File: config.mk
export PLATFORM = sky130hd
export DESIGN_NAME = input_conditioner
export DESIGN_NICKNAME = d
export VERILOG_FILES = /design/src/rtl/incond_pkg.sv /design/src/rtl/sync_chain.sv /design/src/rtl/input_conditioner.sv
export SDC_FILE = /design/constraint.sdc
export NUM_CORES = 1
export LEC_CHECK = 0
export CORE_ASPECT_RATIO = 1.25
export CORE_MARGIN = 3
export CORE_UTILIZATION = 45
export DETAILED_ROUTE_END_ITERATION = 8
export PLACE_DENSITY_LB_ADDON = 0.2
export SYNTH_ARGS = -nofsm -noshare
export SYNTH_HDL_FRONTEND = slang
export SYNTH_SLANG_ARGS = --single-unit
export TNS_END_PERCENT = 1
File: constraint.sdc
create_clock -name clk -period 1.7 [get_ports clk]
set_input_delay 0.17 -clock clk [delete_from_list [all_inputs] [get_ports clk]]
set_output_delay 0.17 -clock clk [all_outputs]
set_load 0.005 [all_outputs]
File: src/rtl/incond_pkg.sv
// Shared types and constants for the push-button/switch input conditioner.
package incond_pkg;

  typedef enum logic [1:0] {
    S_IDLE         = 2'd0,
    S_PRESS_WAIT   = 2'd1,
    S_PRESSED      = 2'd2,
    S_RELEASE_WAIT = 2'd3
  } incond_state_t;

  // 10 ms of stable input at 50 MHz.
  localparam int INCOND_DEBOUNCE_CYCLES_DEFAULT = 500000;

  // Raw key level when the button is not pressed, for an active-low key.
  localparam logic INCOND_KEY_RELEASED_ACTIVE_LOW = 1'b1;

  function automatic logic incond_released_level(input int key_active_low);
    return (key_active_low != 0) ? INCOND_KEY_RELEASED_ACTIVE_LOW
                                 : ~INCOND_KEY_RELEASED_ACTIVE_LOW;
  endfunction

endpackage

File: src/rtl/sync_chain.sv
// Multi-flop synchronizer: latency STAGES cycles, no backpressure.
// Resets asynchronously to RESET_VAL so downstream logic sees a defined idle level.
module sync_chain #(
  parameter int                 WIDTH     = 1,
  parameter int                 STAGES    = 2,
  parameter logic [WIDTH-1:0]   RESET_VAL = '0
) (
  input  logic             clk,
  input  logic             reset,
  input  logic [WIDTH-1:0] i_dat,
  output logic [WIDTH-1:0] o_dat
);

  logic [WIDTH-1:0] r_stage [STAGES];

  always_ff @(posedge clk or negedge reset) begin
    if (!reset) begin
      for (int i = 0; i < STAGES; i++) begin
        r_stage[i] <= RESET_VAL;
      end
    end else begin
      r_stage[0] <= i_dat;
      for (int i = 1; i < STAGES; i++) begin
        r_stage[i] <= r_stage[i-1];
      end
    end
  end

  assign o_dat = r_stage[STAGES-1];

endmodule

File: src/rtl/input_conditioner.sv
// Synchronizes/debounces the enter key and latches the guess switches; press accepted SYNC_STAGES+1+DEBOUNCE_CYCLES cycles after a stable press, no backpressure.
// Optional INCOND_PRESS_COUNT_EN adds a saturating 8-bit accepted-press counter output.
module input_conditioner
  import incond_pkg::*;
#(
  parameter int DEBOUNCE_CYCLES = INCOND_DEBOUNCE_CYCLES_DEFAULT,
  parameter int SYNC_STAGES     = 2,
  parameter int KEY_ACTIVE_LOW  = 1
) (
  input  logic       clk,
  input  logic       reset,
  input  logic       key_raw,
  input  logic [7:0] sw_raw,
  output logic       enter_level,
  output logic       enter_pulse,
  output logic [7:0] guess,
  output logic [7:0] guess_live
`ifdef INCOND_PRESS_COUNT_EN
  ,
  output logic [7:0] press_count
`endif
);

  localparam int               CNT_W        = $clog2(DEBOUNCE_CYCLES + 1);
  localparam logic [CNT_W-1:0] CNT_LAST     = CNT_W'(DEBOUNCE_CYCLES - 1);
  localparam logic             KEY_RELEASED = incond_released_level(KEY_ACTIVE_LOW);

  logic       w_key_sync;
  logic       w_key_p;
  logic [7:0] w_sw_sync;

  sync_chain #(
    .WIDTH     (1),
    .STAGES    (SYNC_STAGES),
    .RESET_VAL (KEY_RELEASED)
  ) u_key_sync (
    .clk   (clk),
    .reset (reset),
    .i_dat (key_raw),
    .o_dat (w_key_sync)
  );

  sync_chain #(
    .WIDTH     (8),
    .STAGES    (SYNC_STAGES),
    .RESET_VAL (8'h00)
  ) u_sw_sync (
    .clk   (clk),
    .reset (reset),
    .i_dat (sw_raw),
    .o_dat (w_sw_sync)
  );

  assign w_key_p = (KEY_ACTIVE_LOW != 0) ? ~w_key_sync : w_key_sync;

  incond_state_t    r_state;
  logic [CNT_W-1:0] r_cnt;
  logic             r_level;
  logic             r_pulse;
  logic [7:0]       r_guess;

  // Level and pulse are registered alongside the state transition so the
  // outputs change on the same edge the debounce decision is made.
  always_ff @(posedge clk or negedge reset) begin
    if (!reset) begin
      r_state <= S_IDLE;
      r_cnt   <= '0;
      r_level <= 1'b0;
      r_pulse <= 1'b0;
      r_guess <= 8'h00;
    end else begin
      r_pulse <= 1'b0;
      case (r_state)
        S_IDLE: begin
          if (w_key_p) begin
            r_state <= S_PRESS_WAIT;
            r_cnt   <= '0;
          end
        end
        S_PRESS_WAIT: begin
          if (!w_key_p) begin
            r_state <= S_IDLE;
          end else if (r_cnt == CNT_LAST) begin
            r_state <= S_PRESSED;
            r_level <= 1'b1;
            r_pulse <= 1'b1;
            r_guess <= w_sw_sync;
          end else begin
            r_cnt <= r_cnt + CNT_W'(1);
          end
        end
        S_PRESSED: begin
          if (!w_key_p) begin
            r_state <= S_RELEASE_WAIT;
            r_cnt   <= '0;
          end
        end
        S_RELEASE_WAIT: begin
          if (w_key_p) begin
            r_state <= S_PRESSED;
            r_cnt   <= '0;
          end else if (r_cnt == CNT_LAST) begin
            r_state <= S_IDLE;
            r_level <= 1'b0;
          end else begin
            r_cnt <= r_cnt + CNT_W'(1);
          end
        end
        default: begin
          r_state <= S_IDLE;
          r_cnt   <= '0;
          r_level <= 1'b0;
        end
      endcase
    end
  end

  assign enter_level = r_level;
  assign enter_pulse = r_pulse;
  assign guess       = r_guess;
  assign guess_live  = w_sw_sync;

`ifdef INCOND_PRESS_COUNT_EN
  logic [7:0] r_press_count;

  always_ff @(posedge clk or negedge reset) begin
    if (!reset) begin
      r_press_count <= 8'h00;
    end else if (r_pulse && (r_press_count != 8'hFF)) begin
      r_press_count <= r_press_count + 8'd1;
    end
  end

  assign press_count = r_press_count;
`endif

endmodule

# After elaboration in Yosys (flattened, before gate mapping)
# Cells that the tools add are included.
# totals
register_bits	49
latchBits	0
ramBits	0
mem_bits_ro	0
inputBits	11
out_inout_bits	18
wordCells	50
memories	0
# classes
add_sub_neg	1
mul	0
n_div	0
magnitude_cmp	0
eq_ne	12
n_shift	0
muxes	21
bitwise_logic	1
n_reduce_logical	6
# op_table
operator	count
$mux W19	5
$pmux W19 S4	1
$add A19 B1 Y19 const B	1
$eq A19 B19 Y1 const B	1
$mux W2	6
$ne A2 B2 Y1 const B	4
$pmux W2 S4	1
$mux W1	7
$reduce_and A3 Y1	2
$reduce_and A5 Y1	1
$eq A2 B2 Y1 const B	2
$ne A2 B1 Y1 const B	2
$reduce_and A4 Y1	1
$ne A3 B2 Y1 const B	1
$ne A3 B3 Y1 const B	1
$eq A2 B1 Y1 const B	1
$logic_not A2 Y1	1
$pmux W1 S2	1
$reduce_bool A2 Y1	1
$not A1 Y1	1

# Logic depth before layout (Yosys ltp)
# depth
depth_word	4
depth_mapped	6

# Hierarchy
# A second synthesis with hierarchy kept.
# unflattened
cells_unflattened	188
hier_area_um2	2123.3
# modules_own_cells
mod	n_inst	cells_per_inst	area_per_inst_um2	seq_area_each_um2
input_conditioner	1	162	1610.3	775.7
sync_chain at u_sw_sync	1	24	460.4	400.4
sync_chain at u_key_sync	1	2	52.6	52.6

# Worst setup path after synthesis
# No wires, ideal clock.
# synth_path
path_type	flip-flop to flip-flop
from	register r_cnt[6]
to	register r_guess[0], in the netlist guess[0]
arrival_time_ps	1580
t_required_ps	1575
setup_slack_ps	-5
stages_incl_launch_ff	6
path_buffers	0
synth_period_minus_slack_ps	1705
cell_sequence	dfrtp_1 nor4_4 nand4_4 nor2_8 nand2_8 mux2_4
# synth_between
elab_chain_len	2
# synth_rtl
item	line	rtl
from (decl)	input_conditioner.sv:57	logic [CNT_W-1:0] r_cnt;
from (signal assigned)	input_conditioner.sv:89	r_cnt <= r_cnt + CNT_W'(1);
from (signal assigned)	input_conditioner.sv:106	r_cnt <= r_cnt + CNT_W'(1);
$eq A19 B19 Y1	input_conditioner.sv:83	end else if (r_cnt == CNT_LAST) begin
$reduce_and A3 Y1 (no source line)	-	
to (signal assigned)	input_conditioner.sv:87	r_guess <= w_sw_sync;
to (decl)	input_conditioner.sv:60	logic [7:0] r_guess;
# Every way passes these cells.
# A chain may end at the register's enable or synchronous reset.

# Worst setup path in the final report
# Same ends and word-level chain as after synthesis.

==> results.md <==
* TritonCTS buffer count at 5
* Post-synth EDFFs at 0
* Commonest non-fill, non-tap cell in the layout: dfrtp_1
* Clock skew at 10.5 ps
* Average cell area after synthesis at 11.9 um2
* Setup crit end kind: flip-flop
* Synth Flop Type: dfrtp_1
* CP Max Fanout at 9
* Worst slew margin at 60.9%
* Most frequent cells in the layout: 44 x dfrtp_1, 27 x clkdlybuf4s50_1, 18 x buf_4
* DR DRC count at 0
* DIE WIDTH at 68.0 um
* Syn nets at 194
* Hold Vio Cnt, Final at 0
* Slew Limit Fails at 0
* Finished layout cell area at 2740 um2
* Vias in the first global route at 1524
* Overall die area at 5680 um2
* Crit path cell chain: nor4_4 -> nand4_4 -> nor2_8 -> nand2_8 -> mux2_4
* Clock Sink Count at 49
* Total GRT Usage at 16.2%
* First-pass GRT wire length at 7140 um
* CTS Buffer Depth at 2
* Skew-Pair Late Insertion Delay at 300 ps
* CTS root buffer: clkbuf_8
* Final setup fails at 0
* HPWL after DPL at 3110 um
* # H-tree levels at 2
* Fin Hold WS at 285 ps
* Post-synth top area cell: dfrtp_1
* Sequential-to-total area share from yosys stat at 56.8%
* Hold WC Path Type: in2reg
* DRT Pass-1 Iters at 4
* Leak Pwr at 0.00124 uW
* Diodes inserted at 0
* Family with the most delay on the worst path: simple AND/OR/NAND/NOR gates
* Rows at 27
* Nets at 240
* Worst-path clk slew at 90 ps
* Power per cell area at 763 nW/um2
* Io pins at 29
* Final worst path period need at 1680 ps
* Startpoint Class: flip-flop
* Avg WL per Cell at 14.8 um
* Core area at 4530 um2
* Share of the synthesized area in the top cell type at 54.3%
* Status: completed
* DR iter-0 viols at 81
* CTS tree: yes
* Gr ovfl total at 0
* Max-Cap Viols at 0
* Synth Cell Area at 2160 um2
* Share of post-route cells with drive strength above 1 at 25.8%
* Vias per cell at 5.30
* Area after DPL at 2590 um2
* Via count at 1521
* Slew at the pin closest to its max-slew limit at 587 ps
* Worst vdd ir at 0.000435 V
* Final std cells w/o fill at 287
* Crit path buf inv count at 0
* Post-route ant nets at 0
* CP Data Required Time at 1880 ps
* Area Overhead vs Synth at 26.6%
* Starting Density at 47.8%
* Largest net degree at the start of global routing at 26
* Post-synthesis register bit count at 49
* WS Path Type: reg2reg
* Total wire length at 4260 um
* Fmax achieved at 0.595 GHz
* Critical-path top delay cell: dfrtp_2
* Placer congestion estimate at 0.882
* Final worst-path cycle share at 98.9%
* Netlist cell types at 45
* Slowest stage delay, CP at 450 ps
* Synth area leaders: dfrtp_1 54%, mux2_4 5.5%, a21oi_1 2.8%
* Post-Syn Instances at 182
* Fraction of registers with async set/reset at 100%
* Die H at 83.5 um
* Arrival @ worst endpoint at 1870 ps
* Synth warn at 0
* RSZ-0062 raised after global routing: true
* PortBufs at 28
* DP Cell Count at 275
* Initial antenna violation count at 0
state kept, by name (all words and copies together) (netlist names), named ones only:
| name | count |
|---|---|
| r_cnt | 19 |
| guess | 8 |
| u_sw_sync.o_dat | 8 |
| u_sw_sync.r_stage | 8 |
| enter_level | 1 |
| enter_pulse | 1 |
| r_state | 1 |
| u_key_sync.o_dat | 1 |
| u_key_sync.r_stage | 1 |
synthesized netlist by cell type (3+ instances only):
| cell type | number |
|---|---|
| a21oi_1 | 12 |
| buf_4 | 8 |
| dfrtp_1 | 47 |
| inv_1 | 6 |
| mux2_4 | 8 |
| nand2_1 | 10 |
| nand3_1 | 9 |
| nand4_1 | 7 |
| nor2_1 | 11 |
| o21ai_0 | 10 |
| o21ai_1 | 3 |
| o22ai_1 | 3 |
| or3_1 | 5 |
| xor2_1 | 6 |
what timing repair did:
action | CTS | global route
endpoints found under the setup margin | 10 | 23
resized for setup | 1 | 7
cloned | 0 | 0
hold endpoints to repair | 22 | 0
hold buffers | 1 | 0
setup buffers | 1 | 2
pin swaps | 1 | 3
cell type report:
cell class,count,area [um2]
Multi-Input combinational cell,116,860
Sequential cell,49,1230
Tap cell,58,72.6
Clock inverter,3,22.5
Inverter,6,22.5
Clock buffer,5,68.8
Fill cell,377,1790
Timing Repair Buffer,50,463
layer usage:
| metal | share of wire, % | GRT usage, % | wire [um] |
|---|---|---|---|
| met3 | 2.2 | 2.83 | 94 |
| met4 | 1.3 | 5.97 | 54 |
| met1 | 45 | 22.2 | 1940 |
| met5 | 0 | 0 | 0 |
| met2 | 51 | 25.1 | 2170 |
worst register-to-register path, stage by stage, from the launching register on:
cell     delay (ps)
dfrtp_2         450
nor4_4          320
nand4_4         180
nor2_8          200
nand2_8         110
mux2_4          310
through the flow:
step	setup WS, ps	util [%]	setup TNS [ps]	power (uW)
after floorplan	3.59	-	0	1340
after global placement	22.1	57.2	0	1420
after detailed placement	-30.1	57.2	-231	1430
after CTS	7.04	59.6	0	2110
after global routing	-89.9	60.6	-933	2190
final	19.0	60.6	0	2090
report_power, final:
part	switching (uW)	internal, uW
logic	89.1	91.7
registers	33.4	1210
clock network	379	292
total	501	1590
worst paths after layout:
check	cells after the start	end	slack, ps	start
max	5	guess[0]	20	r_cnt[6]
max reg2reg	5	guess[0]	20	r_cnt[6]
max in group asynchronous	3	u_sw_sync.r_stage[12]	760	reset
min in group asynchronous	2	r_cnt[0]	410	reset
min	1	u_key_sync.r_stage[1]	290	key_raw
min reg2reg	0	u_sw_sync.o_dat[5]	350	u_sw_sync.r_stage[13]
cell families after synthesis:
| group | share of synthesized area [%] |
|---|---|
| adder cells (fa/ha/maj) | 0.578 |
| flip-flops | 56.8 |
| AND/OR/NAND/NOR | 18.9 |
| XOR/XNOR | 2.83 |
| AO/OA/AOI/OAI | 11.0 |
| buffers and inverters | 4.39 |
| multiplexers | 5.55 |
No activity file was read; power rests on OpenSTA's default activity.
